### config.mk
export PLATFORM = sky130hd
export DESIGN_NAME = op_return_stack
export DESIGN_NICKNAME = d
export VERILOG_FILES = /design/src/rtl/op_ras_pkg.sv /design/src/rtl/op_ras_mem.sv /design/src/rtl/op_return_stack.sv
export SDC_FILE = /design/constraint.sdc
export NUM_CORES = 1
export LEC_CHECK = 0
export CELL_PAD_IN_SITES_DETAIL_PLACEMENT = 0
export CELL_PAD_IN_SITES_GLOBAL_PLACEMENT = 1
export CORE_MARGIN = 1
export CORE_UTILIZATION = 25
export CTS_CLUSTER_DIAMETER = 50
export DETAILED_ROUTE_END_ITERATION = 16
export HOLD_SLACK_MARGIN = 0.06
export PLACE_DENSITY = 0.54
export SLEW_MARGIN = 10
export SYNTH_ARGS = -nofsm -noshare
export SYNTH_HDL_FRONTEND = slang
export SYNTH_SLANG_ARGS = --single-unit
### constraint.sdc
create_clock -name clk -period 4.3 [get_ports clk]
set_clock_uncertainty 0.05 [all_clocks]
set_input_delay 0.86 -clock clk [delete_from_list [all_inputs] [get_ports clk]]
set_output_delay 0.86 -clock clk [all_outputs]
set_load 0.1 [all_outputs]
### src/rtl/op_ras_pkg.sv
// Shared constants and FSM state encoding for the return-address stack.
// The link increment matches the link unit so pushed addresses agree with LR.
package op_ras_pkg;

  localparam int          RAS_DEPTH_DEFAULT = 8;
  localparam logic [31:0] LINK_INC          = 32'd1;

  typedef enum logic {
    RAS_IDLE = 1'b0,
    RAS_RESP = 1'b1
  } ras_state_e;

endpackage

### src/rtl/op_ras_mem.sv
// DEPTH x AW register file with one write port and one combinational read port, no reset.
// Write takes effect on the next edge; the read port shows the current contents.
module op_ras_mem #(
  parameter int DEPTH = 8,
  parameter int AW    = 32
) (
  input  logic                     clk,
  input  logic                     we,
  input  logic [$clog2(DEPTH)-1:0] waddr,
  input  logic [AW-1:0]            wdata,
  input  logic [$clog2(DEPTH)-1:0] raddr,
  output logic [AW-1:0]            rdata
);

  logic [AW-1:0] mem [DEPTH];

  always_ff @(posedge clk) begin
    if (we) mem[waddr] <= wdata;
  end

  assign rdata = mem[raddr];

endmodule

### src/rtl/op_return_stack.sv
// Return-address stack: calls push call_pc+1, returns pop over valid/ready; OP_RAS_MISPREDICT_EN adds a mispredict counter.
// Pop response valid one cycle after ret_req; response held until ret_ready, ret_req ignored meanwhile; pushes never stall.
module op_return_stack
  import op_ras_pkg::*;
#(
  parameter int DEPTH = RAS_DEPTH_DEFAULT,
  parameter int AW    = 32
) (
  input  logic                     clk,
  input  logic                     rst_n,
  input  logic                     call_valid,
  input  logic [AW-1:0]            call_pc,
  input  logic                     ret_req,
  output logic                     ret_valid,
  input  logic                     ret_ready,
  output logic [AW-1:0]            ret_addr,
  output logic                     ret_miss,
  input  logic                     flush,
  output logic [$clog2(DEPTH):0]   count,
  output logic                     empty,
  output logic                     full,
  output logic                     overflow
`ifdef OP_RAS_MISPREDICT_EN
  ,
  input  logic                     act_valid,
  input  logic [AW-1:0]            act_addr,
  output logic [15:0]              mispred_cnt
`endif
);

  localparam int PW = $clog2(DEPTH);
  localparam int CW = PW + 1;

  ras_state_e    state;
  logic [PW-1:0] tos;
  logic [PW-1:0] wr_ptr;
  logic [AW-1:0] top_dat;
  logic [AW-1:0] link_addr;
  logic          push_go;
  logic          pop_go;
  logic          pop_hit;

  assign empty     = (count == '0);
  assign full      = (count == CW'(DEPTH));
  assign push_go   = call_valid && !flush;
  assign pop_go    = (state == RAS_IDLE) && ret_req && !flush;
  assign pop_hit   = pop_go && !empty;
  assign link_addr = call_pc + AW'(LINK_INC);
  // A push alongside a successful pop replaces the entry being popped.
  assign wr_ptr    = pop_hit ? tos : tos + PW'(1);

  op_ras_mem #(
    .DEPTH (DEPTH),
    .AW    (AW)
  ) u_mem (
    .clk   (clk),
    .we    (push_go),
    .waddr (wr_ptr),
    .wdata (link_addr),
    .raddr (tos),
    .rdata (top_dat)
  );

  always_ff @(posedge clk) begin
    if (!rst_n) begin
      state     <= RAS_IDLE;
      tos       <= '0;
      count     <= '0;
      overflow  <= 1'b0;
      ret_valid <= 1'b0;
      ret_addr  <= '0;
      ret_miss  <= 1'b0;
    end else if (flush) begin
      state     <= RAS_IDLE;
      tos       <= '0;
      count     <= '0;
      ret_valid <= 1'b0;
    end else begin
      if (push_go && !pop_hit) begin
        tos <= tos + PW'(1);
        if (full) overflow <= 1'b1;
        else      count    <= count + CW'(1);
      end else if (pop_hit && !push_go) begin
        tos   <= tos - PW'(1);
        count <= count - CW'(1);
      end

      case (state)
        RAS_IDLE: begin
          if (ret_req) begin
            state     <= RAS_RESP;
            ret_valid <= 1'b1;
            ret_addr  <= pop_hit ? top_dat : '0;
            ret_miss  <= !pop_hit;
          end
        end
        RAS_RESP: begin
          if (ret_ready) begin
            state     <= RAS_IDLE;
            ret_valid <= 1'b0;
          end
        end
      endcase
    end
  end

`ifdef OP_RAS_MISPREDICT_EN
  logic [AW-1:0] last_addr;
  logic          last_miss;

  always_ff @(posedge clk) begin
    if (!rst_n) begin
      mispred_cnt <= '0;
      last_addr   <= '0;
      last_miss   <= 1'b0;
    end else begin
      if (ret_valid && ret_ready && !flush) begin
        last_addr <= ret_addr;
        last_miss <= ret_miss;
      end
      if (act_valid && (last_miss || (act_addr != last_addr)) && (mispred_cnt != 16'hFFFF))
        mispred_cnt <= mispred_cnt + 16'd1;
    end
  end
`endif

endmodule

==> results of run 1 <==
metal layers:
metal	track usage [%]	routed length (um)	vias to the layer above
li1	-	-	2846
met1	15.7	12800	3157
met5	0	0	-
met3	2.35	1270	42
met2	18.7	13300	126
met4	3.25	507	0
area by class of cell:
type / count / area, sq um
inverters: 12 / 45.0
repair buffers: 102 / 986
multi-input cells: 320 / 3290
fillers: 4530 / 31900
clock buffers: 43 / 1010
clock inverters: 28 / 348
well taps: 607 / 759
flip-flops and latches: 302 / 8610
layout by cell type, fill, tap and decap left out, types with 4 or more instances in the layout:
master | synthesis | layout
mux4_2 | 64 | 64
clkdlybuf4s50_1 | 0 | 78
inv_1 | 12 | 12
ha_1 | 8 | 8
inv_8 | 0 | 5
xnor2_1 | 25 | 25
dfxtp_1 | 46 | 43
nor2b_1 | 8 | 5
nand3_1 | 13 | 13
mux2i_1 | 36 | 36
buf_4 | 7 | 22
bufinv_16 | 0 | 5
and3_1 | 4 | 4
nand2_1 | 47 | 47
nor2_4 | 0 | 6
a21oi_1 | 6 | 6
clkbuf_16 | 0 | 40
edfxtp_1 | 256 | 256
xor2_1 | 11 | 11
inv_6 | 0 | 4
clkinv_2 | 0 | 5
nor2_1 | 26 | 20
o21ai_0 | 34 | 34
per-stage QoR:
stage / TNS (ps) / hold slack, ps
2_1_floorplan: -11450 / 469
3_3_place_gp: 0 / 392
3_5_place_dp: 0 / 392
4_1_cts: 0 / 405
5_1_grt: 0 / 424
6_report: 0 / 400
critical path: stages (launching register included):
cell,delay [ps]
dfxtp_1,400
nor4_4,400
clkdlybuf4s50_1,1200
cell families (layout without fill, tap and decap cells):
| group | count (synthesis) | in the layout | synth area share (%) |
|---|---|---|---|
| flip-flops | 302 | 302 | 71.7 |
| AND/OR/NAND/NOR | 126 | 126 | 6.00 |
| multiplexers | 100 | 100 | 15.0 |
| AO/OA/AOI/OAI | 50 | 50 | 2.33 |
| buffers and inverters | 40 | 185 | 1.51 |
| XOR/XNOR | 36 | 36 | 2.63 |
| adder cells (fa/ha/maj) | 8 | 8 | 0.834 |
power by group:
group	internal [mW]	switching, mW
clock	2.05	1.31
combinational	0.153	0.271
sequential	3.23	0.0292
synth_stat cells, types with 2 or more instances:
cell type / number / area (sq um)
nor4_4: 3 / 63.8
buf_2: 3 / 15.0
ha_1: 8 / 100
nand4_1: 3 / 18.8
xor2_1: 11 / 96.3
xnor2_1: 25 / 219
dfxtp_1: 46 / 921
nand2b_1: 2 / 12.5
edfxtp_1: 256 / 7690
a211oi_1: 3 / 22.5
buf_4: 7 / 52.6
and3_1: 4 / 25.0
nand3_1: 13 / 65.1
buf_1: 3 / 11.3
mux4_2: 64 / 1440
mux2i_1: 36 / 360
o21ai_0: 34 / 170
a21oi_1: 6 / 30.0
nor2_1: 26 / 97.6
nand2_1: 47 / 176
nor2b_1: 8 / 50.1
nand3_2: 3 / 30.0
clkbuf_1: 14 / 52.6
nor3_1: 3 / 15.0
nand4_4: 2 / 42.5
inv_1: 12 / 45.0
worst max path at each step:
stage                                            to  slack, ps
final                                         empty        880
after floorplan           u_mem.mem[2][0]$_DFFE_PP_       -180
after global routing                          empty        770
after CTS                                     empty        820
after detailed placement      count[3]$_SDFFE_PP0P_        500
after global placement        count[3]$_SDFFE_PP0P_        530
sequential cells by signal, indices dropped and copies added (netlist names), named ones only:
register,cells
ret_valid,1
tos,3
state,1
ret_miss,1
u_mem.mem,256
count,4
ret_addr,32
overflow,1
==> metrics, run 1 <==
status=finished clean; Netlist cell types=46; PortBufs=78; All-Layer GR Usage=11.6%; crit-path max FO=6; RSZ-0062 raised after global routing=false; Max Cap Viol=0; RR Endpoint=count[3]$_SDFFE_PP0P_; dpl hpwl=16.8 mm; FF+latch count, synth=302; drt pass-1 iters=4; worst slew pin tran=1020 ps; final setup violation count=0; full die area=48900 sq um; worst setup margin=878 ps; Synth-to-Final Area Change=25.3%; Final period util=79.6%; ys async rst share=0%; Die Y=221 um; Worst Min Path Start=ret_addr[31]$_SDFFE_PN0P_; Setup Crit Path Kind=reg -> out; min-delay worst type=reg -> reg; # DRC=0; Seq/Total Area, Yosys=71.7%; Routed Wire Length=27.9 mm; drt via density=4.36; Synth Net Count=708; pre-CTS setup slack=501 ps; crit path launch=count[0]$_SDFFE_PP0P_; post-CTS setup buffer count=0; Root Driver=clkbuf_16; initial antenna violation count=0; Setup crit end kind=output port; # IOs=79; ANT cells=0; Pleak=4.71 nW; die width=221 um; worst ir drop on vdd=254 uV; FF-to-FF Start=count[0]$_SDFFE_PP0P_; latest clock arrival within the worst-skew pair=530 ps; Worst Hold Path EP=ret_addr[31]$_SDFFE_PN0P_; Post-Syn Area=12000 sq um; mean post-synth cell area=18.1 sq um; WL/cell=19.7 um; post-route ant nets=0; minimum clock period=3420 ps; EDFF count, synth=256; final instance area=15100 sq um; DR iter-0 viols=391; Arr. time, crit path=2510 ps; fin. max-slew vios=0; core outline area=~47000 sq um; placed cell areas=13700 sq um; pin count of the biggest net entering global routing=64; final RePlAce weighted congestion=0.686; PwrDens=468 nW/um^2; clock tree buffer depth=3; global-route wire length before repair=around 42 mm; Slew HR=32.1%; grt ovf=0; CTS Buf Count=39; Final Non-Filler Cells=1414; H-Tree Depth=2; post_cts resized=0; nets=823; YS warnings=0; CTS tree=done; clock sinks=302; Site Rows=79; initial core utilization=about a quarter; vias in the first global route=6472; Vias=6171; fraction of layout cells with a size suffix above 1=22.6%; Setup crit start kind=flop; clock-pin slew on the worst setup and hold paths=60 ps; Util after Layout=about 32%; hold_buf cts=0; Max Freq=~290 MHz; dpl cells=1343; Final Hold Vio Count=0; minimum setup slack among reg-to-reg paths=roughly 1400 ps; Worst EP required=3390 ps; Post-Synthesis Cells=~660; Pwr Total=a little over 7 mW; Post-synth top flop=edfxtp_1; logic depth of the worst register-to-register path=11; WHS Path Cells=2
Note: power is estimated with default switching activity, not from simulation.
==> run 2, diff against run 1 <==
- PLACE_DENSITY: 0.54 -> 0.55
- clock period: 4.3 -> 3 ns (I/O delays scaled with it)
==> metrics, run 2 (synthesis results as in run 1) <==
status=finished clean; FF-to-FF Start=state$_SDFF_PP0_; worst ir drop on vdd=302 uV (+19%); Final period util=90.4%; Site Rows=79 (unchanged); biggest regs=u_mem.mem (256), ret_addr (32), count (4); RSZ-0062 raised after global routing=false; Max Cap Viol=0 (unchanged); fill count=4480 (-1.1%); met1 Use GR=16.4% (+0.71 points); Worst Hold Path EP=ret_addr[21]$_SDFFE_PN0P_; initial core utilization=25.6% (unchanged); CP max stage cell=nor4_2; # DRC=0 (unchanged); crit-path max FO=8 (+2); Pleak=5.06 nW (+7.6%); drt via density=4.33 (-0.86%); fin. max-slew vios=0 (unchanged); worst slew pin tran=660 ps (-355 ps); final setup violation count=0 (unchanged); WHS Path Cells=2 (unchanged); Root Driver=clkbuf_16; met2 usage=18.1% (-0.65 points); Setup Crit Path Kind=in -> reg; post_cts resized=0 (unchanged); post-route ant nets=0 (unchanged); die width=221 um (unchanged); Hold WS=403 ps (+2.90 ps); CTS tree=done; post-CTS setup buffer count=0 (unchanged); H-Tree Depth=2 (unchanged); clock-pin slew on the worst setup and hold paths=60 ps (about the same); latest clock arrival within the worst-skew pair=520 ps (about the same); PwrDens=645 nW/um^2 (+38%); Setup crit start kind=input port; Most flops, register=u_mem.mem; fraction of layout cells with a size suffix above 1=32.9% (+10 points); Worst EP required=3180 ps (-210 ps); Pwr Total=10.0 mW (+42%); dpl hpwl=17.5 mm (+3.8%); Final Hold Vio Count=0 (unchanged); nets=876 (+6.4%); commonest non-fill, non-tap cell in the layout=edfxtp_1; cell-by-cell listing of the critical path=clkdlybuf4s50_1 -> nand4_2 -> nor4_2 -> and3_1 -> nand2_1 -> xnor2_1; min-delay worst type=reg -> reg; M3 GR Usage=2.32% (-0.027 points); Setup crit end kind=flop; logic depth of the worst register-to-register path=11 (unchanged); Max stage delay on crit path=570 ps (-630 ps); vias in the first global route=6664 (+3.0%); drt pass-1 iters=4 (unchanged); Vias=6347 (+2.9%); Worst Min Path Start=ret_addr[21]$_SDFFE_PN0P_; dpl cells=1396 (+3.9%); Final Non-Filler Cells=1467 (+3.7%); grt ovf=0 (unchanged); core outline area=47000 sq um (unchanged); minimum setup slack among reg-to-reg paths=630 ps (-730 ps); full die area=48900 sq um (unchanged); most used routing layer=met2; DR iter-0 viols=329 (-16%); RR Endpoint=count[3]$_SDFFE_PP0P_; PortBufs=78 (unchanged); minimum clock period=~2700 ps; # IOs=79 (unchanged); final RePlAce weighted congestion=0.698 (+1.7%); hold_buf cts=0 (unchanged); CTS Buf Count=39 (unchanged); max reg flops=256 (unchanged); global-route wire length before repair=42.7 mm (+1.3%); Crit path max-delay family=simple AND/OR/NAND/NOR gates; Slew HR=55.6% (+24 points); clock tree buffer depth=3 (unchanged); pin count of the biggest net entering global routing=64 (unchanged); ANT cells=0 (unchanged); clock sinks=302 (unchanged); Arr. time, crit path=2890 ps (+380 ps); Buf/Inv on CP=1 (unchanged); Synth-to-Final Area Change=29.1%; All-Layer GR Usage=11.6% (-0.024 points); Max Freq=around 370 MHz; WL/cell=19.1 um (-3.3%); Die Y=221 um (unchanged); initial antenna violation count=0 (unchanged); Routed Wire Length=28.0 mm (+0.28%); Util after Layout=33.0% (+0.96 points); most frequent cells in the layout=edfxtp_1 (256), buf_4 (104), mux4_2 (64)
==> run 2: layout make-up <==
class | instances | area [sq um] | share of cell area (%)
sequential | 302 | 8630 | 55.6
multi-input combinational | 320 | 3320 | 21.4
timing repair buffer | 155 | 1430 | 9.23
clock buffer | 49 | 1040 | 6.73
tap | 607 | 759 | 4.90
clock inverter | 22 | 273 | 1.76
inverter | 12 | 50.0 | 0.323
==> run 2: worst max path at each step <==
stage,slack (ps),depth (start not counted),startpoint,endpoint
after floorplan,-450,13,count[3]$_SDFFE_PP0P_,count[3]$_SDFFE_PP0P_
after global placement,-450,6,call_pc[8],u_mem.mem[5][15]$_DFFE_PP_
after detailed placement,-400,6,call_pc[8],u_mem.mem[1][15]$_DFFE_PP_
after CTS,130,6,call_pc[8],u_mem.mem[2][15]$_DFFE_PP_
after global routing,100,6,call_pc[8],u_mem.mem[7][13]$_DFFE_PP_
final,290,6,call_pc[8],u_mem.mem[2][13]$_DFFE_PP_
==> run 2: layer usage <==
layer / vias up / share of wire (%)
li1: 2951 / -
met1: 3220 / 48
met2: 140 / 45
met3: 36 / 4.7
met4: 0 / 1.4
met5: - / 0
==> run 2: worst register-to-register path: stages, from the launching register on <==
cell and delay (ps):
dfxtp_1 330, nor3b_1 270, nor2b_1 320, inv_4 70, ha_4 170, inv_4 50, ha_4 190, and3b_1 170
a311oi_2 300, nor2_1 90, a211oi_1 180, a211oi_1 70
==> run 2: where the power goes <==
group	switching, mW	leakage, nW	total (mW)	internal [mW]
Sequential	0.0354	2.69	4.66	4.63
Combinational	0.411	1.74	0.670	0.260
Clock	1.81	0.638	4.67	2.86
Total	2.25	5.06	10.0	7.75
==> run 2: through the flow <==
step | area (sq um) | setup TNS [ps] | setup slack, ps
3_5_place_dp | 14200 | -46440 | -405
2_1_floorplan | 12100 | -95730 | -449
4_1_cts | 15500 | 0 | 127
5_1_grt | 15500 | 0 | 98.1
3_3_place_gp | 14200 | -40710 | -448
6_report | 15500 | 0 | 289
==> run 3, diff against run 2 <==
- PLACE_DENSITY: 0.55 -> not set
- PLACE_DENSITY_LB_ADDON: not set -> 0.08
==> metrics, run 3 (synthesis results as in run 1) <==
status=finished clean; grt ovf=0 (unchanged); DR iter-0 viols=230 (-30%); drt via density=4.36 (+0.85%); Worst EP required=3190 ps (about the same); latest clock arrival within the worst-skew pair=560 ps (+40 ps); M3 GR Usage=2.79% (+0.46 points); min-delay worst type=reg -> reg; crit-path max FO=8 (unchanged); post-CTS setup buffer count=0 (unchanged); initial antenna violation count=0 (unchanged); CTS tree=done; FF-to-FF Start=count[2]$_SDFFE_PP0P_; Site Rows=79 (unchanged); Pleak=5.05 nW (-0.22%); initial core utilization=25.6% (unchanged); clock sinks=302 (unchanged); full die area=48900 sq um (unchanged); WL/cell=20.6 um (+8.2%); clock-pin slew on the worst setup and hold paths=50 ps (about the same); nets=875 (-0.11%); H-Tree Depth=2 (unchanged); minimum clock period=2680 ps (-32.3 ps); Final period util=89.3% (-1.1 points); max reg flops=256 (unchanged); Root Driver=clkbuf_16; worst setup margin=322 ps (+32.3 ps); drt pass-1 iters=4 (unchanged); Max Cap Viol=0 (unchanged); commonest non-fill, non-tap cell in the layout=edfxtp_1; clock tree buffer depth=3 (unchanged); biggest regs=u_mem.mem (256), ret_addr (32), count (4); # DRC=0 (unchanged); met2 usage=20.6% (+2.5 points); PwrDens=654 nW/um^2 (+1.4%); minimum setup slack among reg-to-reg paths=590 ps (-40 ps); Synth-to-Final Area Change=28.6%; logic depth of the worst register-to-register path=7 (-4); Slew HR=45.7% (-9.9 points); Most flops, register=u_mem.mem; die width=221 um (unchanged); post_cts resized=0 (unchanged); dpl hpwl=19.3 mm (+11%); fin. max-slew vios=0 (unchanged); Setup Crit Path Kind=in -> reg; PortBufs=78 (unchanged); hold_buf cts=0 (unchanged); Final Non-Filler Cells=1470 (+0.20%); final RePlAce weighted congestion=0.705 (+1.1%); Setup crit start kind=input port; Die Y=221 um (unchanged); CP endpoint=u_mem.mem[2][19]$_DFFE_PP_; # IOs=79 (unchanged); crit path launch=call_pc[0]; post-route ant nets=0 (unchanged); met1 Use GR=17.0% (+0.53 points); CTS Buf Count=42 (+7.7%); worst ir drop on vdd=407 uV (+35%); All-Layer GR Usage=12.8% (+1.2 points); final instance area=15400 sq um (-0.36%); Arr. time, crit path=2870 ps (-20 ps); vias in the first global route=7131 (+7.0%); core outline area=47000 sq um (unchanged); Max Freq=373 MHz (+1.2%); placed cell areas=14100 sq um (-0.65%); Setup crit end kind=flop; final setup TNS=0 ps (unchanged); worst slew pin tran=808 ps (+148 ps); most frequent cells in the layout=edfxtp_1 (256), buf_4 (105), mux4_2 (64); RR Endpoint=u_mem.mem[4][15]$_DFFE_PP_; Routed Wire Length=30.3 mm (+8.4%); final setup violation count=0 (unchanged); global-route wire length before repair=46.2 mm (+8.4%); fraction of layout cells with a size suffix above 1=32.2% (-0.69 points); ANT cells=0 (unchanged); pre-CTS setup slack=-248 ps (+157 ps); Vias=6414 (+1.1%); Final Hold Vio Count=0 (unchanged); RSZ-0062 raised after global routing=false; most used routing layer=met2; pin count of the biggest net entering global routing=39 (-39%); dpl cells=1392 (-0.29%)
-- run 3: cell types whose count changed in the layout (fill, tap and decap cells not counted) --
cell | previous run | this run
clkinv_2 | 5 | 6
clkbuf_16 | 39 | 43
inv_6 | 6 | 3
clkinv_1 | 0 | 9
xnor2_1 | 24 | 25
clkbuf_1 | 7 | 5
buf_12 | 14 | 9
xnor2_2 | 1 | 0
bufinv_16 | 4 | 2
buf_4 | 104 | 105
-- run 3: stage by stage --
| step | hold slack (ps) | util, % | power, mW |
|---|---|---|---|
| after floorplan | 469 | - | 5.15 |
| final | 402 | 32.9 | 10.1 |
| after CTS | 408 | 32.9 | 10.3 |
| after detailed placement | 394 | 30.0 | 5.44 |
| after global routing | 422 | 32.9 | 10.5 |
| after global placement | 388 | 30.0 | 5.43 |
-- run 3: power by group --
group	internal (mW)	switching, mW
registers	4.63	0.0335
clock network	2.89	1.88
logic	0.251	0.417
total	7.77	2.33
-- run 3: cell type report --
cell class | instances | area, sq um
Fill cell | 4494 | 31500
Sequential cell | 302 | 8630
Multi-Input combinational cell | 320 | 3310
Timing Repair Buffer | 151 | 1340
Clock buffer | 51 | 1140
Tap cell | 607 | 759
Clock inverter | 27 | 225
Inverter | 12 | 50.0
-- run 3: worst max-delay path, cell delays in order --
cell	delay [ps]
clkdlybuf4s50_1	490
buf_4	140
nand2_1	100
nor4_2	380
buf_4	180
and3_1	240
nand3_1	120
xnor2_1	620
-- run 3: how the worst min path moves through the flow --
stage                                    startpoint                         to  slack [ps]  cells after the start
after floorplan                    state$_SDFF_PP0_           state$_SDFF_PP0_         470                      2
after global placement    ret_addr[11]$_SDFFE_PN0P_  ret_addr[11]$_SDFFE_PN0P_         390                      2
after detailed placement  ret_addr[11]$_SDFFE_PN0P_  ret_addr[11]$_SDFFE_PN0P_         390                      2
after CTS                 ret_addr[11]$_SDFFE_PN0P_  ret_addr[11]$_SDFFE_PN0P_         410                      2
after global routing      ret_addr[26]$_SDFFE_PN0P_  ret_addr[26]$_SDFFE_PN0P_         420                      2
final                     ret_addr[26]$_SDFFE_PN0P_  ret_addr[26]$_SDFFE_PN0P_         400                      2
-- run 3: routing by layer --
layer,wire [um],up-vias
met2,14100,124
met5,0,-
met4,905,0
li1,-,2947
met3,1280,56
met1,14000,3287
